### src/rtl/mips_enc_pkg.sv
// Shared encoder definitions: mnemonic enum, MIPS opcode/funct codes, FSM states
// and the combinational instruction encoder.
package mips_enc_pkg;

    typedef enum logic [4:0] {
        OP_ADD  = 5'd0,
        OP_SUB  = 5'd1,
        OP_AND  = 5'd2,
        OP_OR   = 5'd3,
        OP_SLT  = 5'd4,
        OP_MULT = 5'd5,
        OP_DIV  = 5'd6,
        OP_MFHI = 5'd7,
        OP_MFLO = 5'd8,
        OP_JR   = 5'd9,
        OP_LW   = 5'd10,
        OP_LB   = 5'd11,
        OP_SW   = 5'd12,
        OP_SB   = 5'd13,
        OP_BEQ  = 5'd14,
        OP_BNE  = 5'd15,
        OP_ADDI = 5'd16,
        OP_SLTI = 5'd17,
        OP_J    = 5'd18,
        OP_JAL  = 5'd19
    } enc_op_e;

    typedef enum logic [1:0] {
        IDLE = 2'd0,
        RUN  = 2'd1,
        PAD  = 2'd2,
        DONE = 2'd3
    } state_e;

    localparam logic [5:0] OPC_RTYPE = 6'h00;
    localparam logic [5:0] OPC_J     = 6'h02;
    localparam logic [5:0] OPC_JAL   = 6'h03;
    localparam logic [5:0] OPC_BEQ   = 6'h04;
    localparam logic [5:0] OPC_BNE   = 6'h05;
    localparam logic [5:0] OPC_ADDI  = 6'h08;
    localparam logic [5:0] OPC_SLTI  = 6'h0A;
    localparam logic [5:0] OPC_LB    = 6'h20;
    localparam logic [5:0] OPC_LW    = 6'h23;
    localparam logic [5:0] OPC_SB    = 6'h28;
    localparam logic [5:0] OPC_SW    = 6'h2B;

    localparam logic [5:0] FN_JR   = 6'h08;
    localparam logic [5:0] FN_MFHI = 6'h10;
    localparam logic [5:0] FN_MFLO = 6'h12;
    localparam logic [5:0] FN_MULT = 6'h18;
    localparam logic [5:0] FN_DIV  = 6'h1A;
    localparam logic [5:0] FN_ADD  = 6'h20;
    localparam logic [5:0] FN_SUB  = 6'h22;
    localparam logic [5:0] FN_AND  = 6'h24;
    localparam logic [5:0] FN_OR   = 6'h25;
    localparam logic [5:0] FN_SLT  = 6'h2A;

    localparam logic [31:0] NOP_WORD = 32'h0000_0000;

    function automatic logic [31:0] r_type(
        input logic [4:0] rs,
        input logic [4:0] rt,
        input logic [4:0] rd,
        input logic [5:0] funct
    );
        return {OPC_RTYPE, rs, rt, rd, 5'd0, funct};
    endfunction

    function automatic logic op_is_legal(input logic [4:0] op);
        return op <= OP_JAL;
    endfunction

    // Control-transfer words are recognised from the encoded word itself so the
    // FIFO only has to carry the word and its last flag.
    function automatic logic is_ctrl_word(input logic [5:0] opcode, input logic [5:0] funct);
        return (opcode == OPC_BEQ) || (opcode == OPC_BNE) || (opcode == OPC_J) ||
               (opcode == OPC_JAL) || ((opcode == OPC_RTYPE) && (funct == FN_JR));
    endfunction

    function automatic logic [31:0] encode_instr(
        input logic [4:0]  op,
        input logic [4:0]  rs,
        input logic [4:0]  rt,
        input logic [4:0]  rd,
        input logic [15:0] imm,
        input logic [25:0] target
    );
        logic [31:0] word;
        word = NOP_WORD;
        case (op)
            OP_ADD:  word = r_type(rs, rt, rd, FN_ADD);
            OP_SUB:  word = r_type(rs, rt, rd, FN_SUB);
            OP_AND:  word = r_type(rs, rt, rd, FN_AND);
            OP_OR:   word = r_type(rs, rt, rd, FN_OR);
            OP_SLT:  word = r_type(rs, rt, rd, FN_SLT);
            OP_MULT: word = r_type(rs, rt, 5'd0, FN_MULT);
            OP_DIV:  word = r_type(rs, rt, 5'd0, FN_DIV);
            OP_MFHI: word = r_type(5'd0, 5'd0, rd, FN_MFHI);
            OP_MFLO: word = r_type(5'd0, 5'd0, rd, FN_MFLO);
            OP_JR:   word = r_type(rs, 5'd0, 5'd0, FN_JR);
            OP_LW:   word = {OPC_LW, rs, rt, imm};
            OP_LB:   word = {OPC_LB, rs, rt, imm};
            OP_SW:   word = {OPC_SW, rs, rt, imm};
            OP_SB:   word = {OPC_SB, rs, rt, imm};
            OP_BEQ:  word = {OPC_BEQ, rs, rt, imm};
            OP_BNE:  word = {OPC_BNE, rs, rt, imm};
            OP_ADDI: word = {OPC_ADDI, rs, rt, imm};
            OP_SLTI: word = {OPC_SLTI, rs, rt, imm};
            OP_J:    word = {OPC_J, target};
            OP_JAL:  word = {OPC_JAL, target};
            default: word = NOP_WORD;
        endcase
        return word;
    endfunction

endpackage

### src/rtl/mips_enc_fifo.sv
// Two-entry FIFO holding encoded words plus their last flag; supports push and
// pop in the same cycle even when full, and a synchronous clear.
module mips_enc_fifo #(
    parameter int WIDTH = 33
) (
    input  logic             clk,
    input  logic             reset_n,
    input  logic             clear,
    input  logic             push,
    input  logic [WIDTH-1:0] wdata,
    input  logic             pop,
    output logic [WIDTH-1:0] rdata,
    output logic             full,
    output logic             empty
);

    logic [WIDTH-1:0] mem_q [2];
    logic             wr_ptr_q, wr_ptr_d;
    logic             rd_ptr_q, rd_ptr_d;
    logic [1:0]       count_q, count_d;
    logic             do_push;
    logic             do_pop;

    always_comb begin
        do_pop   = pop && (count_q != 2'd0);
        do_push  = push && ((count_q != 2'd2) || do_pop);
        wr_ptr_d = wr_ptr_q ^ do_push;
        rd_ptr_d = rd_ptr_q ^ do_pop;
        count_d  = count_q + {1'b0, do_push} - {1'b0, do_pop};
        if (clear) begin
            wr_ptr_d = 1'b0;
            rd_ptr_d = 1'b0;
            count_d  = 2'd0;
        end
    end

    always_ff @(posedge clk or negedge reset_n) begin
        if (!reset_n) begin
            wr_ptr_q <= 1'b0;
            rd_ptr_q <= 1'b0;
            count_q  <= 2'd0;
        end else begin
            wr_ptr_q <= wr_ptr_d;
            rd_ptr_q <= rd_ptr_d;
            count_q  <= count_d;
        end
    end

    // Storage needs no reset: an entry is only read once count says it was written.
    for (genvar gi = 0; gi < 2; gi++) begin : g_entry
        always_ff @(posedge clk) begin
            if (do_push && !clear && (wr_ptr_q == 1'(gi))) begin
                mem_q[gi] <= wdata;
            end
        end
    end

    assign rdata = mem_q[rd_ptr_q];
    assign full  = (count_q == 2'd2);
    assign empty = (count_q == 2'd0);

endmodule

### src/rtl/mips_instr_encoder.sv
// Loader-side MIPS encoder: mnemonic commands in, sequential imem writes out.
// Optional ENC_DELAY_SLOT_EN inserts a NOP after every branch/jump word.
module mips_instr_encoder #(
    parameter int ADDR_W    = 6,
    parameter int BASE_ADDR = 0
) (
    input  logic              clk,
    input  logic              reset_n,
    input  logic              start,
    input  logic              cmd_valid,
    output logic              cmd_ready,
    input  logic [4:0]        cmd_op,
    input  logic [4:0]        cmd_rs,
    input  logic [4:0]        cmd_rt,
    input  logic [4:0]        cmd_rd,
    input  logic [15:0]       cmd_imm,
    input  logic [25:0]       cmd_target,
    input  logic              cmd_last,
    output logic              imem_we,
    output logic [ADDR_W-1:0] imem_addr,
    output logic [31:0]       imem_wdata,
    output logic              busy,
    output logic              done,
    output logic              err,
    output logic              wrap
);
    import mips_enc_pkg::*;

    localparam logic [ADDR_W-1:0] BASE_WORD = ADDR_W'(BASE_ADDR);
    localparam logic [ADDR_W-1:0] ADDR_MAX  = {ADDR_W{1'b1}};

    state_e            state_q, state_d;
    logic [ADDR_W-1:0] addr_q, addr_d;
    logic              err_q, err_d;
    logic              wrap_q, wrap_d;
    logic              last_seen_q, last_seen_d;
    logic              pad_last_q, pad_last_d;

    logic              cmd_accept;
    logic              fifo_pop;
    logic              fifo_full;
    logic              fifo_empty;
    logic [32:0]       fifo_wdata;
    logic [32:0]       fifo_rdata;
    logic [31:0]       head_word;
    logic              head_last;

    assign cmd_ready  = (state_q == RUN) && !fifo_full && !last_seen_q;
    assign cmd_accept = cmd_valid && cmd_ready;
    assign fifo_wdata = {cmd_last, encode_instr(cmd_op, cmd_rs, cmd_rt, cmd_rd, cmd_imm, cmd_target)};
    assign head_word  = fifo_rdata[31:0];
    assign head_last  = fifo_rdata[32];
    assign fifo_pop   = (state_q == RUN) && !fifo_empty;

    mips_enc_fifo #(
        .WIDTH (33)
    ) u_fifo (
        .clk     (clk),
        .reset_n (reset_n),
        .clear   (start),
        .push    (cmd_accept),
        .wdata   (fifo_wdata),
        .pop     (fifo_pop),
        .rdata   (fifo_rdata),
        .full    (fifo_full),
        .empty   (fifo_empty)
    );

    // The pad slot writes a NOP without consuming the FIFO head.
    assign imem_we    = fifo_pop || (state_q == PAD);
    assign imem_wdata = fifo_pop ? head_word : NOP_WORD;
    assign imem_addr  = addr_q;
    assign busy       = (state_q == RUN) || (state_q == PAD);
    assign done       = (state_q == DONE);
    assign err        = err_q;
    assign wrap       = wrap_q;

    always_comb begin
        state_d     = state_q;
        addr_d      = addr_q;
        err_d       = err_q;
        wrap_d      = wrap_q;
        last_seen_d = last_seen_q;
        pad_last_d  = pad_last_q;

        if (imem_we) begin
            addr_d = addr_q + 1'b1;
            if (addr_q == ADDR_MAX) begin
                wrap_d = 1'b1;
            end
        end

        if (cmd_accept) begin
            if (cmd_last) begin
                last_seen_d = 1'b1;
            end
            if (!op_is_legal(cmd_op)) begin
                err_d = 1'b1;
            end
        end

        case (state_q)
            RUN: begin
                if (fifo_pop) begin
`ifdef ENC_DELAY_SLOT_EN
                    if (is_ctrl_word(head_word[31:26], head_word[5:0])) begin
                        state_d    = PAD;
                        pad_last_d = head_last;
                    end else if (head_last) begin
                        state_d = DONE;
                    end
`else
                    if (head_last) begin
                        state_d = DONE;
                    end
`endif
                end
            end
            PAD:     state_d = pad_last_q ? DONE : RUN;
            default: state_d = state_q;
        endcase

        // start restarts from any state and discards whatever is in flight.
        if (start) begin
            state_d     = RUN;
            addr_d      = BASE_WORD;
            err_d       = 1'b0;
            wrap_d      = 1'b0;
            last_seen_d = 1'b0;
            pad_last_d  = 1'b0;
        end
    end

    always_ff @(posedge clk or negedge reset_n) begin
        if (!reset_n) begin
            state_q     <= IDLE;
            addr_q      <= BASE_WORD;
            err_q       <= 1'b0;
            wrap_q      <= 1'b0;
            last_seen_q <= 1'b0;
            pad_last_q  <= 1'b0;
        end else begin
            state_q     <= state_d;
            addr_q      <= addr_d;
            err_q       <= err_d;
            wrap_q      <= wrap_d;
            last_seen_q <= last_seen_d;
            pad_last_q  <= pad_last_d;
        end
    end

endmodule

### config.mk
export PLATFORM = sky130hd
export DESIGN_NAME = mips_instr_encoder
export DESIGN_NICKNAME = d
export VERILOG_FILES = /design/src/rtl/mips_enc_pkg.sv /design/src/rtl/mips_enc_fifo.sv /design/src/rtl/mips_instr_encoder.sv
export SDC_FILE = /design/constraint.sdc
export NUM_CORES = 1
export LEC_CHECK = 0
export ABC_CLOCK_PERIOD_IN_PS = 3920
export CORE_MARGIN = 4
export CORE_UTILIZATION = 45
export CTS_CLUSTER_DIAMETER = 120
export CTS_CLUSTER_SIZE = 8
export DETAILED_ROUTE_END_ITERATION = 8
export DONT_BUFFER_PORTS = 1
export SLEW_MARGIN = 20
export SYNTH_ARGS = -nofsm -noshare
export SYNTH_HDL_FRONTEND = slang
export SYNTH_SLANG_ARGS = --single-unit
### constraint.sdc
create_clock -name clk -period 3.92 [get_ports clk]
set_input_delay 0.784 -clock clk [delete_from_list [all_inputs] [get_ports clk]]
set_output_delay 0.784 -clock clk [all_outputs]
set_load 0.1 [all_outputs]
==> metrics.md <==
| Metric | Value |
|---|---|
| Status | completed |
| DRT Pass-1 Iters | 4 |
| Drt drc | 0 |
| Final cell count without fillers | 474 |
| Comb power frac | 51.3% |
| Htree depth | 3 |
| ANT nets after route | 0 |
| Post-synth ARST share | about a fifth |
| Switch share | between 50% and 60% |
| Worst-path clk slew | about 0.090 ns |
| Tmin final | 3.01 ns |
| Gpl congestion | between 0.7 and 0.8 |
| LEAKAGE | 0.00174 uW |
| Final WL | roughly 8400 um |
| Post-DP HPWL | slightly below 6000 um |
| Total Routing Usage GR | between 10% and 20% |
| Worst R2R Start | state_q[1] |
| Final net count | 434 |
| Finished Cell Area | around 4600 um2 |
| Die Wd | 102 um |
| Clock share of power | 15.3% |
| Worst path buffer plus inverter count | 3 |
| Cell variety after synth | 57 |
| Post-synth top flop | edfxtp_1 |
| P_int | about 1700 uW |
| Avg Vias per Cell | 5.59 |
| F_max | roughly 0.33 GHz |
| CTS sink cnt | slightly below 80 |
| Largest family of logic cells by synthesized area | compound AO/OA/AOI/OAI gates |
| Skew final | 0.0171 ns |
| Post-Syn Instances | around 340 |
| Seq/Total Area, Yosys | 57.3% |
| Worst skew pair latency | between 0.3 and 0.4 ns |
| Die Y | 102 um |
| Critical path type | reg2out |
| Initial antenna violation count | 0 |
| # resized after CTS | 0 |
| Avg Cell Area, Syn | about 12 um2 |
| Tcrit/Tclk final | approximately 77% |
| I/O pin cnt | between 100 and 150 |
| PortBufs | 0 |
| Total die area | 10500 um2 |
| M1 WL | around 3700 um |
| Top fanout value on the critical path | 20 |
| Vias in the first global route | ~2.6k |
| Pwr/cell area | ~770 nW/um2 |
| P&R area growth vs syn | 14.0% |
| Final core utilization | a little over half |
| Post-CTS setup buffer count | 0 |
| # fillers | around 800 |
| Xor/xnor share of the synthesized area | between 1 and 1.5% |
| Adder-Cell Fraction of Synth Area | 1.87% |
| Num CTS Buffers | 9 |
| Final hold vios | 0 |
| Max cap viols | 0 |
| EDFF count, synth | 64 |
| Final global-route overflow total | 0 |
| Slowest CP cell | dfrtp_1 |
| CP Launch Type | flip-flop |
| Post-synthesis cell area | around 4000 um2 |
| Multiplexer share of the synthesized area | about 10% |
| Ant. Diodes | 0 |
| Max Slew Vio Count | 0 |
| Transition time of the tightest slew-check pin | slightly above 1 ns |
| Standard-cell rows | 34 |
| Worst-path cell chain | inv_1 > ha_1 > o21ai_4 > buf_4 > nor2_2 > buf_4 |
| YS warnings | 0 |
| Synth Area in Compound Gates | between 10% and 20% |
| Met3 WL post-DR | about 470 um |
| CTS Hold Bufs | 0 |
| Max Used Layer | met4 |
| Synthesized Nets | 409 |
| Flop and latch count out of synthesis | ~80 |
| Placeable Area | ~8700 um2 |
| Critical path's most frequent cell | buf_4 |
| Largest net degree at the start of global routing | 34 |
| Max-slew headroom | between 30% and 40% |
| WL/cell | between 15 and 20 um |
| Global-route wire length before repair | about 13000 um |
| Worst stage delay on the critical path | a little over 0.4 ns |
| Family with the most delay on the worst path | buffers and inverters |
| Worst-case clock buffer depth | 2 |
| Sw Pwr | between 1500 and 2000 uW |
| Post-synthesis simple-gate area fraction | 11.4% |
| CTS tree | done |
| Setup violations, final | 0 |
| Peak supply drop | between 0.0004 and 0.0005 V |
| CP Launch Point | state_q[1] |
| Root Driver | clkbuf_8 |
| Met2 Wirelength | roughly 4000 um |
| Setup_tns | 0 ns |
| Power share of the sequential group | between 30% and 40% |
| Worst setup EP type | output port |
| Layout cells sized above 1 | between 20 and 30% |
| Worst EP required | 3.14 ns |
| Placed cell area | 4400 um2 |
| Initial Util | a little under half |
| Initial DRC Count | between 150 and 200 |
| RSZ-0062 raised after global routing | false |
| WP data arrival | between 2 and 2.5 ns |
| Placed Cells | about 460 |
| Via count | between 2k and 3k |
| Hold Crit Class | in2async |
[cell families after synthesis]
kind of cell	count (synthesis)
flip-flops	79
multiplexers	40
buffers and inverters	46
adder cells (fa/ha/maj)	6
other	1
AO/OA/AOI/OAI	64
AND/OR/NAND/NOR	94
XOR/XNOR	6
[worst register-to-register path, stage by stage (launching register included)]
cell	delay [ns]
dfrtp_1	0.41
inv_1	0.08
ha_1	0.35
nor2b_1	0.22
nand3_1	0.19
nor3b_4	0.22
buf_4	0.42
[cells in the mapped netlist (3+ instances only)]
cell       n  area share [%]
nand2_1   11             1.0
clkbuf_1   3            0.28
a21oi_1    6            0.75
mux2_2     6             1.7
a21boi_0   3            0.56
nor2b_1    9             1.4
ha_1       6             1.9
o22ai_1    5            0.78
a22o_1    11             2.4
mux2i_1   33             8.2
nor2_1    50             4.7
nand2b_1   4            0.62
buf_4      3            0.56
o221ai_1   6             1.3
inv_1     23             2.2
a32o_1     5             1.2
xnor2_1    4            0.87
o21ai_0    6            0.75
edfxtp_1  64              48
dfrtp_1   15             9.4
buf_2     15             1.9
nor3_1     4            0.50
[through the flow]
step                setup WS (ns)  hold WS [ns]  total power, uW
floorplan                  0.0427         0.480             2610
global placement             1.32         0.489             2990
detailed placement           1.28         0.489             3000
CTS                         0.871        0.0960             3540
global route                0.717        0.0842             3660
finish                      0.912         0.118             3500
[final cells by class]
cell class / count / area (um2) / area share, %
tap: 108 / 135 / 2.96
clock buffer: 11 / 141 / 3.10
multi-input combinational: 211 / 1600 / 35.0
clock inverter: 5 / 30.0 / 0.657
timing repair buffer: 36 / 270 / 5.92
sequential: 79 / 2300 / 50.3
inverter: 24 / 92.6 / 2.03
[sequential cells by signal, summed over array words and instances (netlist names)]
signal / count
imem_addr: 6
last_seen_q: 1
err: 1
u_fifo.mem_q: 64
u_fifo.rd_ptr_q: 1
u_fifo.wr_ptr_q: 1
u_fifo.count_q: 2
state_q: 2
wrap: 1
[cell usage in the layout (no fill, tap or decap), drive strengths merged, types with 2 or more instances in the layout]
cell | Yosys | final
a21boi | 3 | 3
a21oi | 7 | 7
a22o | 11 | 11
a22oi | 3 | 3
a32o | 5 | 5
a41oi | 2 | 2
and3 | 2 | 2
buf | 19 | 36
clkbuf | 3 | 11
dfrtp | 15 | 15
edfxtp | 64 | 64
ha | 6 | 6
inv | 24 | 28
mux2 | 7 | 7
mux2i | 33 | 33
nand2 | 11 | 11
nand2b | 5 | 5
nand3 | 2 | 2
nand4 | 2 | 2
nor2 | 50 | 50
nor2b | 9 | 9
nor3 | 4 | 4
nor3b | 2 | 2
o2111ai | 2 | 2
o21ai | 8 | 8
o221ai | 6 | 6
o22ai | 5 | 5
o32ai | 2 | 2
xnor2 | 4 | 4
xor2 | 2 | 2
[power by group through the flow]
stage	clock, uW	sequential, uW	combinational [uW]
after detailed placement	0	1190	1810
after global placement	0	1190	1800
final	535	1170	1790
after floorplan	0	1130	1490
after CTS	550	1170	1810
after global routing	595	1180	1880
[path summary, 6_finish.rpt]
kind | end | slack, ns | cells after the start
max | imem_wdata[0] | 0.91 | 6
min | err | 0.12 | 0
max reg2reg | u_fifo.mem_q[1][21] | 1.65 | 6
max in group asynchronous | u_fifo.count_q[1] | 3.72 | 0
min reg2reg | last_seen_q | 0.56 | 2
min in group clk | u_fifo.rd_ptr_q | 0.49 | 1
[metal layers]
layer / up-vias / GRT usage (%)
li1: 1282 / -
met1: 1280 / 21.7
met2: 77 / 25.4
met3: 9 / 4.23
met4: 0 / 7.37
met5: - / 0
No activity file was read; power rests on OpenSTA's default activity.
